--- src/rtl/mem_arb_pkg.sv ---
// Shared encodings and constants for the I/D-cache memory port arbiter.
package mem_arb_pkg;

  localparam int ADDR_W          = 16;
  localparam int WORDS_PER_BLOCK = 8;
  localparam int MEM_LATENCY     = 4;
  localparam logic [2:0]        LAST_WORD  = 3'(WORDS_PER_BLOCK - 1);
  localparam logic [ADDR_W-1:0] BLOCK_MASK = 16'hFFF0;

  typedef enum logic [1:0] {
    IDLE     = 2'b00,
    RD_ISSUE = 2'b01,
    RD_DRAIN = 2'b10,
    WRITE    = 2'b11
  } state_t;

  typedef enum logic {
    GRANT_I = 1'b0,
    GRANT_D = 1'b1
  } grant_t;

  // Byte address of word idx within a block of 2-byte words.
  function automatic logic [ADDR_W-1:0] word_addr(input logic [ADDR_W-1:0] base,
                                                  input logic [2:0] idx);
    return base + {12'h000, idx, 1'b0};
  endfunction

endpackage

--- src/rtl/word_counter.sv ---
// 3-bit word counter with synchronous clear/enable and a terminal-count flag.
module word_counter
  import mem_arb_pkg::*;
(
  input  logic       clk,
  input  logic       rst,
  input  logic       i_clr,
  input  logic       i_en,
  output logic [2:0] o_cnt,
  output logic       o_wrap
);

  logic [2:0] r_cnt;

  always_ff @(posedge clk) begin
    if (rst || i_clr) begin
      r_cnt <= 3'd0;
    end else if (i_en) begin
      r_cnt <= r_cnt + 3'd1;
    end
  end

  assign o_cnt  = r_cnt;
  assign o_wrap = (r_cnt == LAST_WORD);

endmodule

--- src/rtl/mem_arbiter.sv ---
// Round-robin arbiter serialising I-cache fills, D-cache fills and D-cache
// write-through stores onto the single pipelined memory port.
module mem_arbiter
  import mem_arb_pkg::*;
(
  input  logic              clk,
  input  logic              rst,
  input  logic              icache_req,
  input  logic [ADDR_W-1:0] icache_addr,
  input  logic              dcache_req,
  input  logic              dcache_we,
  input  logic [ADDR_W-1:0] dcache_addr,
  input  logic [ADDR_W-1:0] dcache_wdata,
  input  logic              mem_data_valid,
  input  logic [ADDR_W-1:0] mem_data_in,
  output logic              mem_en,
  output logic              mem_wr,
  output logic [ADDR_W-1:0] mem_addr,
  output logic [ADDR_W-1:0] mem_wdata,
  output logic              icache_grant,
  output logic              dcache_grant,
  output logic [ADDR_W-1:0] fill_data,
  output logic [2:0]        fill_word,
  output logic              icache_fill_valid,
  output logic              dcache_fill_valid,
  output logic              icache_done,
  output logic              dcache_done,
  output logic              busy
);

  state_t            r_state;
  state_t            w_state_nxt;
  grant_t            r_grant;
  grant_t            r_last_grant;
  logic [ADDR_W-1:0] r_base;
  logic [ADDR_W-1:0] r_st_addr;
  logic [ADDR_W-1:0] r_st_data;

  logic [2:0] w_issue_cnt;
  logic [2:0] w_recv_cnt;
  logic       w_issue_wrap;
  logic       w_recv_wrap;
  logic       w_idle;
  logic       w_reading;
  logic       w_accept;
  logic       w_last_word;
  logic       w_start;
  logic       w_tie;
  logic       w_pick_d;

  assign w_idle      = (r_state == IDLE);
  assign w_reading   = (r_state == RD_ISSUE) || (r_state == RD_DRAIN);
  assign w_accept    = w_reading && mem_data_valid;
  assign w_last_word = w_accept && w_recv_wrap;
  assign w_tie       = icache_req && dcache_req;
  assign w_start     = w_idle && (icache_req || dcache_req);
  // On a tie the D-cache wins unless it was the last tie winner.
  assign w_pick_d    = dcache_req && (!icache_req || (r_last_grant == GRANT_I));

  word_counter u_issue_cnt (
    .clk    (clk),
    .rst    (rst),
    .i_clr  (w_idle),
    .i_en   (r_state == RD_ISSUE),
    .o_cnt  (w_issue_cnt),
    .o_wrap (w_issue_wrap)
  );

  word_counter u_recv_cnt (
    .clk    (clk),
    .rst    (rst),
    .i_clr  (w_idle),
    .i_en   (w_accept),
    .o_cnt  (w_recv_cnt),
    .o_wrap (w_recv_wrap)
  );

  always_ff @(posedge clk) begin
    if (rst) begin
      r_state      <= IDLE;
      r_grant      <= GRANT_I;
      r_last_grant <= GRANT_I;
      r_base       <= 16'h0000;
      r_st_addr    <= 16'h0000;
      r_st_data    <= 16'h0000;
    end else begin
      r_state <= w_state_nxt;
      if (w_start) begin
        r_grant   <= w_pick_d ? GRANT_D : GRANT_I;
        r_base    <= (w_pick_d ? dcache_addr : icache_addr) & BLOCK_MASK;
        r_st_addr <= dcache_addr;
        r_st_data <= dcache_wdata;
        if (w_tie) begin
          r_last_grant <= w_pick_d ? GRANT_D : GRANT_I;
        end
      end
    end
  end

  always_comb begin
    w_state_nxt       = r_state;
    mem_en            = 1'b0;
    mem_wr            = 1'b0;
    mem_addr          = 16'h0000;
    mem_wdata         = 16'h0000;
    icache_grant      = 1'b0;
    dcache_grant      = 1'b0;
    fill_data         = 16'h0000;
    fill_word         = 3'd0;
    icache_fill_valid = 1'b0;
    dcache_fill_valid = 1'b0;
    icache_done       = 1'b0;
    dcache_done       = 1'b0;
    busy              = !w_idle;

    if (!w_idle) begin
      icache_grant = (r_grant == GRANT_I);
      dcache_grant = (r_grant == GRANT_D);
    end else begin
      icache_grant = 1'b0;
      dcache_grant = 1'b0;
    end

    case (r_state)
      IDLE: begin
        if (w_start) begin
          w_state_nxt = (w_pick_d && dcache_we) ? WRITE : RD_ISSUE;
        end else begin
          w_state_nxt = IDLE;
        end
      end
      RD_ISSUE: begin
        mem_en   = 1'b1;
        mem_addr = word_addr(r_base, w_issue_cnt);
        if (w_last_word) begin
          w_state_nxt = IDLE;
        end else if (w_issue_wrap) begin
          w_state_nxt = RD_DRAIN;
        end else begin
          w_state_nxt = RD_ISSUE;
        end
      end
      RD_DRAIN: begin
        if (w_last_word) begin
          w_state_nxt = IDLE;
        end else begin
          w_state_nxt = RD_DRAIN;
        end
      end
      WRITE: begin
        mem_en      = 1'b1;
        mem_wr      = 1'b1;
        mem_addr    = r_st_addr;
        mem_wdata   = r_st_data;
        dcache_done = 1'b1;
        w_state_nxt = IDLE;
      end
      default: begin
        w_state_nxt = IDLE;
      end
    endcase

    // Returned words are steered to whichever cache owns the current fill.
    if (w_accept) begin
      fill_data         = mem_data_in;
      fill_word         = w_recv_cnt;
      icache_fill_valid = (r_grant == GRANT_I);
      dcache_fill_valid = (r_grant == GRANT_D);
      icache_done       = w_recv_wrap && (r_grant == GRANT_I);
      dcache_done       = w_recv_wrap && (r_grant == GRANT_D);
    end else begin
      fill_data = 16'h0000;
      fill_word = 3'd0;
    end
  end

endmodule

--- config.mk ---
export PLATFORM = sky130hd
export DESIGN_NAME = mem_arbiter
export DESIGN_NICKNAME = d
export VERILOG_FILES = /design/src/rtl/mem_arb_pkg.sv /design/src/rtl/word_counter.sv /design/src/rtl/mem_arbiter.sv
export SDC_FILE = /design/constraint.sdc
export NUM_CORES = 1
export LEC_CHECK = 0
export BUFFER_PORTS_ARGS = -buffer_cell sky130_fd_sc_hd__buf_4
export CORE_UTILIZATION = 35
export CTS_CLUSTER_DIAMETER = 40
export DETAILED_ROUTE_END_ITERATION = 8
export MAX_ROUTING_LAYER = met4
export PLACE_DENSITY = 0.78
export SYNTH_ARGS = -nofsm -noshare
export SYNTH_HDL_FRONTEND = slang
export SYNTH_SLANG_ARGS = --single-unit
--- constraint.sdc ---
create_clock -name clk -period 1.35 [get_ports clk]
set_input_delay 0 -clock clk [delete_from_list [all_inputs] [get_ports clk]]
set_output_delay 0 -clock clk [all_outputs]
set_load 0.05 [all_outputs]
# ---- Word level (Yosys, flattened, before mapping)
# Index checks and enable logic that the tools add are counted.
dict set report classes {
  add_sub_neg 3
  eq_ne 5
  mux 20
  n_bitwise 2
  n_reduce_logical 17
}
# cell n
set ops {}
lappend ops {{$mux 16} 3}
lappend ops {{$pmux 16 s2} 1}
lappend ops {{$add 16x4->16} 1}
lappend ops {{$mux 2} 5}
lappend ops {{$mux 1} 9}
lappend ops {{$logic_and 1x1->1} 8}
lappend ops {{$pmux 2 s4} 1}
lappend ops {{$add 3x1->3 const B} 2}
lappend ops {{$eq 3x3->1 const B} 2}
lappend ops {{$eq 2x2->1 const B} 2}
lappend ops {{$logic_or 1x1->1} 4}
lappend ops {{$mux 3} 1}
lappend ops {{$eq 2x1->1 const B} 1}
lappend ops {{$logic_not 1->1} 2}
lappend ops {{$logic_not 2->1} 1}
lappend ops {{$not 1->1} 2}
lappend ops {{$reduce_and 2->1} 1}
lappend ops {{$reduce_or 2->1} 1}
dict set report word_totals {
  ff_bits 54
  in_bits 70
  out_inout_bits 60
  wordCells 55
}

# ---- Depth between registers and ports, before layout
# Gate-level depths: netlist (run 1).
dict set report depth {
  word_depth 7
  depth_mapped 7
  mapped_depth_nobuf 5
}

# ---- Cells and area by module
# Synthesis (run 1) repeated with hierarchy kept, for this count alone.
dict set report unflattened {
  cells_unflattened 325
  area_unflattened_um2 2660.1
}
# module instances cells_each area_per_inst_um2 seq_area_each_um2
set modules_own_cells {}
lappend modules_own_cells {mem_arbiter 1 303 2392.3 960.9}
lappend modules_own_cells {word_counter 2 11 133.9 60.1}

# ---- Least setup slack after synthesis (run 1)
# OpenSTA, ideal clock, no wires.
dict set report synth_path {
  kind {reg-to-output}
  from {reg r_state[0]}
  to {out icache_done}
  arrival_ns 2.089
  t_required_ns 1.350
  path_slack_ns -0.739
  path_stages_with_launch 6
  path_buffers 0
  cell_sequence {dfxtp_1 inv_1 ha_1 nand2_1 nor2_1 and2_1}
}
dict set report synth_via {
  elab_chain_cells 4
  word_cells_on_any_way 5
  cone_classes {eq/ne: 2; mux: 1; reduce/logical: 2}
}
# element line_no
set synth_rtl {}
lappend synth_rtl {{start: declaration} mem_arbiter.sv:31} ;# state_t r_state;
lappend synth_rtl {{start signal: assignment} mem_arbiter.sv:87} ;# r_state <= w_state_nxt;
lappend synth_rtl {{$eq 2x1->1 / $eq 2x2->1 (equally long branches)} mem_arbiter.sv:52} ;# assign w_reading = (r_state == RD_ISSUE) || (r_state == RD_DRAIN);
lappend synth_rtl {{$logic_or 1x1->1 *} mem_arbiter.sv:52}
lappend synth_rtl {{$logic_and 1x1->1 *} mem_arbiter.sv:53} ;# assign w_accept = w_reading && mem_data_valid;
lappend synth_rtl {{$mux 1 *} mem_arbiter.sv:164} ;# if (w_accept) begin
lappend synth_rtl {{end: declaration} mem_arbiter.sv:26} ;# output logic icache_done,
# Mark *: on every way between the ends. The rest lies on a longest branch, timed or not.

# ---- Worst setup path in the final report (run 1)
dict set report layout_path {
  from {reg r_state[0]}
  to {out dcache_fill_valid}
}
dict set report layout_via {
  elab_chain_cells 4
  word_cells_on_any_way 5
  cone_classes {eq/ne: 2; mux: 1; reduce/logical: 2}
}
# element line_no
set layout_rtl {}
lappend layout_rtl {{$eq 2x1->1 / $eq 2x2->1 (equally long branches)} mem_arbiter.sv:52}
lappend layout_rtl {{$logic_or 1x1->1 *} mem_arbiter.sv:52}
lappend layout_rtl {{$logic_and 1x1->1 *} mem_arbiter.sv:53}
lappend layout_rtl {{$mux 1 *} mem_arbiter.sv:164}
lappend layout_rtl {{end: declaration} mem_arbiter.sv:25} ;# output logic dcache_fill_valid,
# Marked as above.

==> out/results.txt, run 1 <==
Sink Count -> 54
layout cells sized above 1 -> 47.1%
WL final -> 8820 um
max_cap viols -> 0
CP startpoint kind -> flop
Synth top area share -> 41.5%
worst hold path class -> input port to flop
Rows -> 31
XOR/XNOR share of the synthesized area -> 1.01%
total global-route track usage -> 22.2%
worst skew pair latency -> 0.31 ns
CP max stage delay -> 0.37 ns
die height -> 88.3 um
cell accounting for the most synthesized area -> dfxtp_1
Worst slew margin -> 75.2%
number of global-route vias before repair -> 2,838
Required @ worst endpoint -> 1.35 ns
clk buf depth -> 2
final core utilization -> 66.1%
final worst-path cycle share -> 114%
cell area after synthesis -> 0.00261 mm2
vias -> 2,979
drt drc -> 0
Max Clock Skew -> 0.00635 ns
I/O Buffers -> 125
DIE WIDTH -> 88.3 um
global-route wire length before repair -> 13,000 um
Detail Route Antenna Nets -> 0
status -> finished with violations
largest net degree at the start of global routing -> 29
Final setup violation count -> 56
Pwr Density -> 994 mW/mm2
crit-path cells -> inv_2 -> ha_4 -> buf_8 -> and3_1 -> buf_6
core region area -> 0.00721 mm2
CTS Root Buffer Type -> clkbuf_8
crit end category -> output port
CP max-delay cell -> dfxtp_2
synth top area cells -> dfxtp_1, nand2_1, a21oi_1
syn avg cell area -> 7.90 um2
n_diodes -> 0
I/O Pins -> 130
Distinct cells, synth -> 28
crit path max fanout -> 18
worst slack, placed -> -0.0184 ns
commonest register cell after synthesis -> dfxtp_1
Syn Nets -> 408
Synth Area in Compound Gates -> 21.4%
Final Hold Fails -> 0
failing checks -> setup timing
crit path kind -> flop to output port
RePlAce Congestion -> 0.776
Final min period -> 1.54 ns
initial antenna violation count -> 0
WP data arrival -> 1.54 ns
CTS tree -> done
largest family of logic cells by synthesized area -> simple AND/OR/NAND/NOR gates
CP top delay family -> buffers and inverters
Synth Area in Simple Gates -> 26.0%
Yosys reg bits -> 54
RSZ-0062 raised after global routing -> yes
Static Leak -> 2.20 nW
Async SR Flop Fraction -> 0%
total congestion overflow -> 0
Num CTS Buffers -> 5
TNS Setup -> -8.38 ns
DP Cell Count -> 549
Starting Density -> 36.1%
mux share of post-synthesis cell area -> 0.768%
CTS clk-pin slew, worst paths -> 0.10 ns
maximum operating frequency -> 0.651 GHz
H-tree depth -> 2
routed len/inst -> 14.5 um
EDFF count, synth -> 0
post-synthesis adder-cell area fraction -> 3.84%
Layout area overhead -> 82.9%
min setup slack post-route -> -0.187 ns
via-per-instance ratio -> 4.89
initial DRC count -> 187
buffers plus inverters on the worst setup path -> 3
fin cells -> 609
Seq/Total Area, Yosys -> 41.5%
Post-DP HPWL -> 5460 um
Slew @ Worst Pin -> 0.371 ns
total number of yosys warnings -> 0
overall power -> 4.74 mW
peak supply drop -> 0.566 mV
die area -> 0.00780 mm2
cell count after synthesis -> 330
Nets -> 587
Pre-Repair DR Iteration Count -> 4
final count of pins violating max slew -> 0
==> worst register-to-register path: stages (launching register included) <==
cell and delay, ns:
dfxtp_2 0.37, inv_2 0.06, ha_4 0.30, buf_6 0.11, buf_4 0.10, nand3_1 0.09
nand3_1 0.10, a21oi_1 0.06
==> metrics by stage <==
step           instance area, um2  hold WS [ns]
6_report                     4770        0.0768
5_1_grt                      4770        0.0844
4_1_cts                      4680        0.0577
3_5_place_dp                 3850         0.259
3_3_place_gp                 3850         0.248
2_1_floorplan                2720         0.136
==> layer usage <==
layer	GRT usage, %	part of all wire (%)	up-vias
met5	-	0	-
met4	5.28	1.2	0
met3	3.26	4.7	10
met2	41.3	55	84
met1	24.9	39	1414
li1	-	-	1471
==> where the power goes <==
| part | total (mW) | switching [mW] | internal [mW] |
|---|---|---|---|
| registers | 1.82 | 0.0866 | 1.74 |
| clock network | 1.31 | 0.522 | 0.791 |
| logic | 1.60 | 0.839 | 0.765 |
==> synth_stat cells, types with 4 or more instances <==
library cell and instances:
a211oi_2 8, and3_1 20, nor2_1 21, and2_1 18, nand2_1 82, a21oi_1 48
dfxtp_1 54, a211oi_1 4, clkbuf_1 14, a22o_1 15, nand3_1 7, ha_1 8
buf_2 9
==> sequential cells by signal, indices dropped and copies added (netlist names) <==
register           count
u_recv_cnt.o_cnt       3
r_st_addr             16
r_base                12
r_grant                1
r_st_data             16
r_last_grant           1
r_state                2
u_issue_cnt.o_cnt      3
==> final cells by class <==
type / count / area, um2
fillers: 570 / 2440
repair buffers: 199 / 1870
multi-input cells: 246 / 1540
flip-flops and latches: 54 / 1080
well taps: 99 / 124
clock buffers: 6 / 82.6
clock inverters: 2 / 60.1
inverters: 3 / 15.0
==> final timing paths <==
kind	cells after the start	startpoint	to	slack, ns
worst max register to register	7	r_state[0]$_SDFF_PP0_	r_state[1]$_SDFF_PP0_	0.05
worst max-delay path	5	r_state[0]$_SDFF_PP0_	dcache_fill_valid	-0.19
worst min-delay path	4	icache_req	r_grant$_SDFFE_PP0P_	0.08
worst min register to register	2	r_st_data[12]$_SDFFE_PP0P_	r_st_data[12]$_SDFFE_PP0P_	0.45
==> layout by cell type, fill, tap and decap left out, types with 2 or more instances in the layout <==
cell type / count
clkbuf_8: 6
a22o_2: 12
buf_12: 3
bufinv_16: 2
buf_8: 12
and2_2: 17
and3_2: 17
dfxtp_2: 3
ha_2: 3
a22o_4: 2
xor2_1: 2
mux2i_1: 2
a211oi_1: 4
a211oi_2: 8
nor2_1: 19
nand2_1: 81
dlygate4sd3_1: 45
ha_1: 4
buf_4: 104
nor2_4: 2
buf_6: 35
a21oi_1: 48
nand3_1: 7
inv_2: 2
dfxtp_1: 51
and3_1: 2
==> logic make-up after synthesis <==
group	Yosys count
and+or+nand+nor	151
AOI/OAI and AO/OA	82
DFF	54
buffers and inverters	30
adders and majority gates	8
xor gates and xnor gates	3
muxes	2
==> timing repair <==
item	4_1_cts	5_1_grt
gates resized for setup	59	16
hold buffers	45	0
pin swaps	4	3
endpoints found under the hold margin	45	0
setup endpoints to repair	82	86
setup buffers	4	4
Power figures use the tool's default switching activity.
==> run 2, diff against run 1 <==
--- a/config.mk
+++ b/config.mk
@@ -6,11 +6,13 @@
 export NUM_CORES = 1
 export LEC_CHECK = 0
 export BUFFER_PORTS_ARGS = -buffer_cell sky130_fd_sc_hd__buf_4
-export CORE_UTILIZATION = 35
+export CORE_UTILIZATION = 41
+export CTS_BUF_LIST = sky130_fd_sc_hd__clkbuf_16
 export CTS_CLUSTER_DIAMETER = 40
 export DETAILED_ROUTE_END_ITERATION = 8
+export HOLD_SLACK_MARGIN = 0.02
 export MAX_ROUTING_LAYER = met4
-export PLACE_DENSITY = 0.78
+export PLACE_DENSITY = 0.88
 export SYNTH_ARGS = -nofsm -noshare
 export SYNTH_HDL_FRONTEND = slang
 export SYNTH_SLANG_ARGS = --single-unit
==> run 2 against run 1 <==
  * The flow still finishes with violations (setup timing)
  * Power grew 9.5%
  * Register-to-register slack lost 0.20 ns
  * First-iteration DRC count grew 65%
  * Combinational power grew 7%
  * Clock-buffer cell count shrank 1
  * Worst setup slack lost 0.084 ns
  * Global-route usage grew 7.2 points
  * Die area shrank 14%
  * Largest power group unchanged
  * Highest routed layer unchanged
==> out/results.txt, run 2 (synthesis results as in run 1) <==
largest net degree at the start of global routing -> 32
worst skew pair latency -> 0.29 ns
vias -> 3,235
crit end category -> output port
via-per-instance ratio -> 5.55
Required @ worst endpoint -> 1.35 ns
CP max-delay cell -> dfxtp_2
Worst slew margin -> 76.6%
Rows -> 28
RePlAce Congestion -> 0.777
I/O Buffers -> 125
Detail Route Antenna Nets -> 0
clk buf depth -> 2
crit path kind -> flop to output port
P_sw -> 1.60 mW
number of global-route vias before repair -> 3,009
RSZ-0062 raised after global routing -> yes
CP startpoint kind -> flop
Power Internal -> 3.60 mW
CTS Root Buffer Type -> clkbuf_16
drt drc -> 0
crit path max fanout -> 9
fillcell total -> 336
total congestion overflow -> 0
CP max stage delay -> 0.37 ns
CTS tree -> done
Sink Count -> 54
final count of pins violating max slew -> 0
WP data arrival -> 1.62 ns
H-tree depth -> 2
die height -> 81.8 um
DIE WIDTH -> 81.8 um
initial antenna violation count -> 0
Nets -> 585
maximum operating frequency -> 0.617 GHz
Pre-Repair DR Iteration Count -> 6
peak supply drop -> 1.20 mV
worst slack, placed -> -0.0768 ns
max_cap viols -> 0
Clock power frac -> 31.6%
Pwr Density -> 1060 mW/mm2
Num CTS Buffers -> 5
Comb power frac -> 33.2%
Final setup violation count -> 63
status -> finished with violations
initial DRC count -> 308
Static Leak -> 2.23 nW
Slew @ Worst Pin -> 0.350 ns
sequential share of power -> 35.2%
Starting Density -> 43.3%
layout cells sized above 1 -> 49.0%
DP Cell Count -> 520
routed len/inst -> 18.2 um
min setup slack post-route -> -0.271 ns
global-route wire length before repair -> 14,500 um
worst hold-check slack -> 0.0344 ns
WL final -> 10,600 um
core region area -> 0.00603 mm2
total global-route track usage -> 29.5%
CTS clk-pin slew, worst paths -> 0.07 ns
Layout area overhead -> 87.1%
Final min period -> 1.62 ns
most common cell after layout, fill and taps aside -> buf_4
I/O Pins -> 130
TNS Setup -> -9.06 ns
Final Hold Fails -> 0
commonest non-fill, non-tap cells in the layout -> buf_4, nand2_1, dfxtp_1
failing checks -> setup timing
sw frac -> 30.7%
worst hold path class -> input port to flop
Max Clock Skew -> 0.00966 ns
fin cells -> 583
final worst-path cycle share -> 120%
Post-DP HPWL -> 5540 um
crit-path cells -> inv_2 -> ha_4 -> clkbuf_16 -> and3_2 -> buf_6
die area -> 0.00668 mm2
Largest regs -> r_st_addr (16), r_st_data (16), r_base (12)
n_diodes -> 0
==> run 2: final cells by class <==
type | instances | area (um2) | share of cell area (%)
Timing Repair Buffer | 197 | 1920 | 39.3
Multi-Input combinational cell | 246 | 1580 | 32.3
Sequential cell | 54 | 1090 | 22.3
Clock buffer | 5 | 125 | 2.56
Tap cell | 75 | 93.8 | 1.92
Clock inverter | 3 | 63.8 | 1.31
Inverter | 3 | 15.0 | 0.308
==> run 2: per-stage QoR <==
stage               total power [mW]  utilization [%]  cell area (um2)
global placement                3.09             63.0             3790
finish                          5.19             81.0             4880
global route                    5.38             81.0             4880
CTS                             4.95             77.9             4690
floorplan                       2.67                -             2720
detailed placement              3.14             63.0             3790
==> run 2: timing repair <==
item / CTS / global route
hold buffers: 44 / 0
setup buffers: 3 / 5
gates cloned: 0 / 3
gates resized for setup: 67 / 18
hold endpoints to repair: 44 / 0
setup endpoints to repair: 71 / 63
pin swaps: 4 / 7
==> run 2: final timing paths <==
kind	from	to	slack [ns]	cells after the start
max	r_state[1]$_SDFF_PP0_	fill_data[3]	-0.27	5
min reg2reg	r_st_addr[0]$_SDFFE_PP0P_	r_st_addr[0]$_SDFFE_PP0P_	0.45	2
max reg2reg	r_state[1]$_SDFF_PP0_	r_state[1]$_SDFF_PP0_	-0.15	7
min	dcache_we	r_state[1]$_SDFF_PP0_	0.03	3
==> run 2: power by group through the flow <==
stage | logic (mW) | registers (mW) | clock network [mW]
2_1_floorplan | 0.840 | 1.83 | 0
3_3_place_gp | 1.25 | 1.84 | 0
3_5_place_dp | 1.29 | 1.85 | 0
4_1_cts | 1.50 | 1.81 | 1.63
5_1_grt | 1.81 | 1.84 | 1.73
6_report | 1.72 | 1.83 | 1.64
==> run 2: metal layers <==
metal  track usage (%)  wire length [um]  vias up
met3              5.11               586       44
met2              53.5              5600      166
li1                  -                 -     1475
met5                 -                 0        -
met4              11.6               365        0
met1              31.5              4050     1550
==> run 2: critical path, delay by kind of cell (launching register included) <==
kind / cells / cell delay, ns
DFF: 1 / 0.37
buffers and inverters: 3 / 0.40
adders and majority gates: 1 / 0.35
and+or+nand+nor: 1 / 0.20
==> run 3, diff against run 2 <==
--- a/config.mk
+++ b/config.mk
@@ -6,6 +6,7 @@
 export NUM_CORES = 1
 export LEC_CHECK = 0
 export BUFFER_PORTS_ARGS = -buffer_cell sky130_fd_sc_hd__buf_4
+export CAP_MARGIN = 0
 export CORE_UTILIZATION = 41
 export CTS_BUF_LIST = sky130_fd_sc_hd__clkbuf_16
 export CTS_CLUSTER_DIAMETER = 40
==> constraint.sdc (replaced) <==
create_clock -name clk -period 1.35 [get_ports clk]
set_input_delay 0 -clock clk [delete_from_list [all_inputs] [get_ports clk]]
set_output_delay 0 -clock clk [all_outputs]
set_load 0.02 [all_outputs]
==> run 3 against run 2 <==
  * Sequential power hardly changed
  * Worst hold slack improved by 0.019 ns
  * First-iteration DRC count shrank 0.65%
  * Critical path depth is 1 higher
  * Critical path type unchanged
  * Die area is the same
  * The flow still finishes with violations (setup timing)
  * Worst setup slack better by 0.035 ns
  * Power is 3.9% lower
  * Highest routed layer unchanged
  * Clock skew is 0.0011 ns lower
  * Critical endpoint is now dcache_done
==> out/results.txt, run 3 (synthesis results as in run 1) <==
vias -> 3,303
I/O Pins -> 130
die height -> 81.8 um
number of global-route vias before repair -> 3,272
WL final -> 11,600 um
drt drc -> 0
Max Clock Skew -> 0.00854 ns
status -> finished with violations
global-route wire length before repair -> 16,000 um
max_cap viols -> 0
n_diodes -> 0
routed len/inst -> 19.4 um
total congestion overflow -> 0
Final setup violation count -> 62
Rows -> 28
failing checks -> setup timing
initial DRC count -> 306
I/O Buffers -> 125
RePlAce Congestion -> 0.819
CTS clk-pin slew, worst paths -> 0.07 ns
CP startpoint kind -> flop
Pwr Density -> 980 mW/mm2
commonest non-fill, non-tap cells in the layout -> buf_4, nand2_1, buf_6
crit path kind -> flop to output port
met3 routed WL -> 767 um
crit end category -> output port
Sink Count -> 54
via-per-instance ratio -> 5.55
Detail Route Antenna Nets -> 0
WP data arrival -> 1.59 ns
top layer used by detailed routing -> met4
met1 wire length -> 4330 um
total global-route track usage -> 33.0%
initial antenna violation count -> 0
core region area -> 0.00603 mm2
H-tree depth -> 2
worst hold path class -> input port to flop
Layout area overhead -> 95.2%
TNS Setup -> -8.89 ns
CTS tree -> done
final worst-path cycle share -> 118%
CP max-delay cell -> dfxtp_2
maximum operating frequency -> 0.630 GHz
Slew @ Worst Pin -> 0.401 ns
worst skew pair latency -> 0.30 ns
Required @ worst endpoint -> 1.35 ns
CTS Root Buffer Type -> clkbuf_16
worst slack, placed -> -0.140 ns
Static Leak -> 2.35 nW
crit-path cells -> buf_4 -> ha_4 -> clkbuf_16 -> nand2_1 -> o21ai_2 -> buf_6
die area -> 0.00668 mm2
Post-DP HPWL -> 5440 um
peak supply drop -> 0.707 mV
Worst slew margin -> 73.3%
Final Hold Fails -> 0
post-route cell area -> 0.00509 mm2
min setup slack post-route -> -0.237 ns
clk buf depth -> 2
Nets -> 597
most common cell after layout, fill and taps aside -> buf_4
final count of pins violating max slew -> 0
WL met2 -> 5990 um
DIE WIDTH -> 81.8 um
largest net degree at the start of global routing -> 31
RSZ-0062 raised after global routing -> yes
Placed Area -> 0.00372 mm2
worst hold-check slack -> 0.0532 ns
layout cells sized above 1 -> 43.7%
Pre-Repair DR Iteration Count -> 5
crit path max fanout -> 7
Num CTS Buffers -> 5
Largest regs -> r_st_addr (16), r_st_data (16), r_base (12)
Final min period -> 1.59 ns
R2R Setup Slk -> -0.04 ns
fillcell total -> 297
Starting Density -> 43.3%
CP max stage delay -> 0.35 ns
==> run 3: cell count changes in the layout (fill, tap and decap cells not counted), sizes merged <==
cell         delta
buf            +11
bufinv          -1
clkinv          -1
clkinvlp        -1
dlygate4sd3     +1
inv             +3
==> run 3: routing by layer <==
| layer | track usage [%] | vias to the layer above |
|---|---|---|
| met3 | 6.67 | 48 |
| met2 | 56.1 | 176 |
| met1 | 37.2 | 1586 |
| met4 | 14.6 | 0 |
| met5 | - | - |
| li1 | - | 1493 |
==> run 3: critical path, delay by kind of cell (launching register included) <==
kind,cells,cell delay (ns)
DFF,1,0.35
and+or+nand+nor,1,0.08
AOI/OAI and AO/OA,1,0.10
adders and majority gates,1,0.28
buffers and inverters,3,0.49
==> run 3: layout make-up <==
cell class,count,area [um2],share of cell area [%]
multi-input cells,246,1560,30.7
inverters,3,11.3,0.221
flip-flops and latches,54,1080,21.3
clock buffers,5,125,2.46
repair buffers,209,2170,42.7
well taps,75,93.8,1.84
clock inverters,3,37.5,0.738
==> run 3: final timing paths <==
path / start / endpoint / cells past startpoint
setup reg to reg: r_state[1]$_SDFF_PP0_ / r_st_addr[12]$_SDFFE_PP0P_ / 7
hold reg to reg: r_st_data[9]$_SDFFE_PP0P_ / r_st_data[9]$_SDFFE_PP0P_ / 2
setup / recovery: r_state[1]$_SDFF_PP0_ / dcache_done / 6
hold / removal: rst / r_state[1]$_SDFF_PP0_ / 2
==> run 3: through the flow <==
stage	power, mW	util [%]	instances
floorplan	2.46	-	330
global placement	2.91	61.8	522
detailed placement	2.95	61.8	522
CTS	4.73	80.2	586
global route	5.17	84.4	595
finish	4.99	84.4	595
==> run 3: what timing repair did <==
action | in CTS | in global routing
gates resized for setup | 93 | 36
endpoints found under the hold margin | 45 | 0
cloned | 4 | 4
pin swaps | 11 | 36
endpoints found under the setup margin | 107 | 85
buffers inserted | 7 | 5
hold buffers | 45 | 0
==> run 3: power by group <==
group          leakage (nW)  internal [mW]  total [mW]  switching, mW
clock network        0.0864          0.864        1.47          0.606
logic                  1.82          0.889        1.68          0.791
registers             0.446           1.74        1.84          0.103
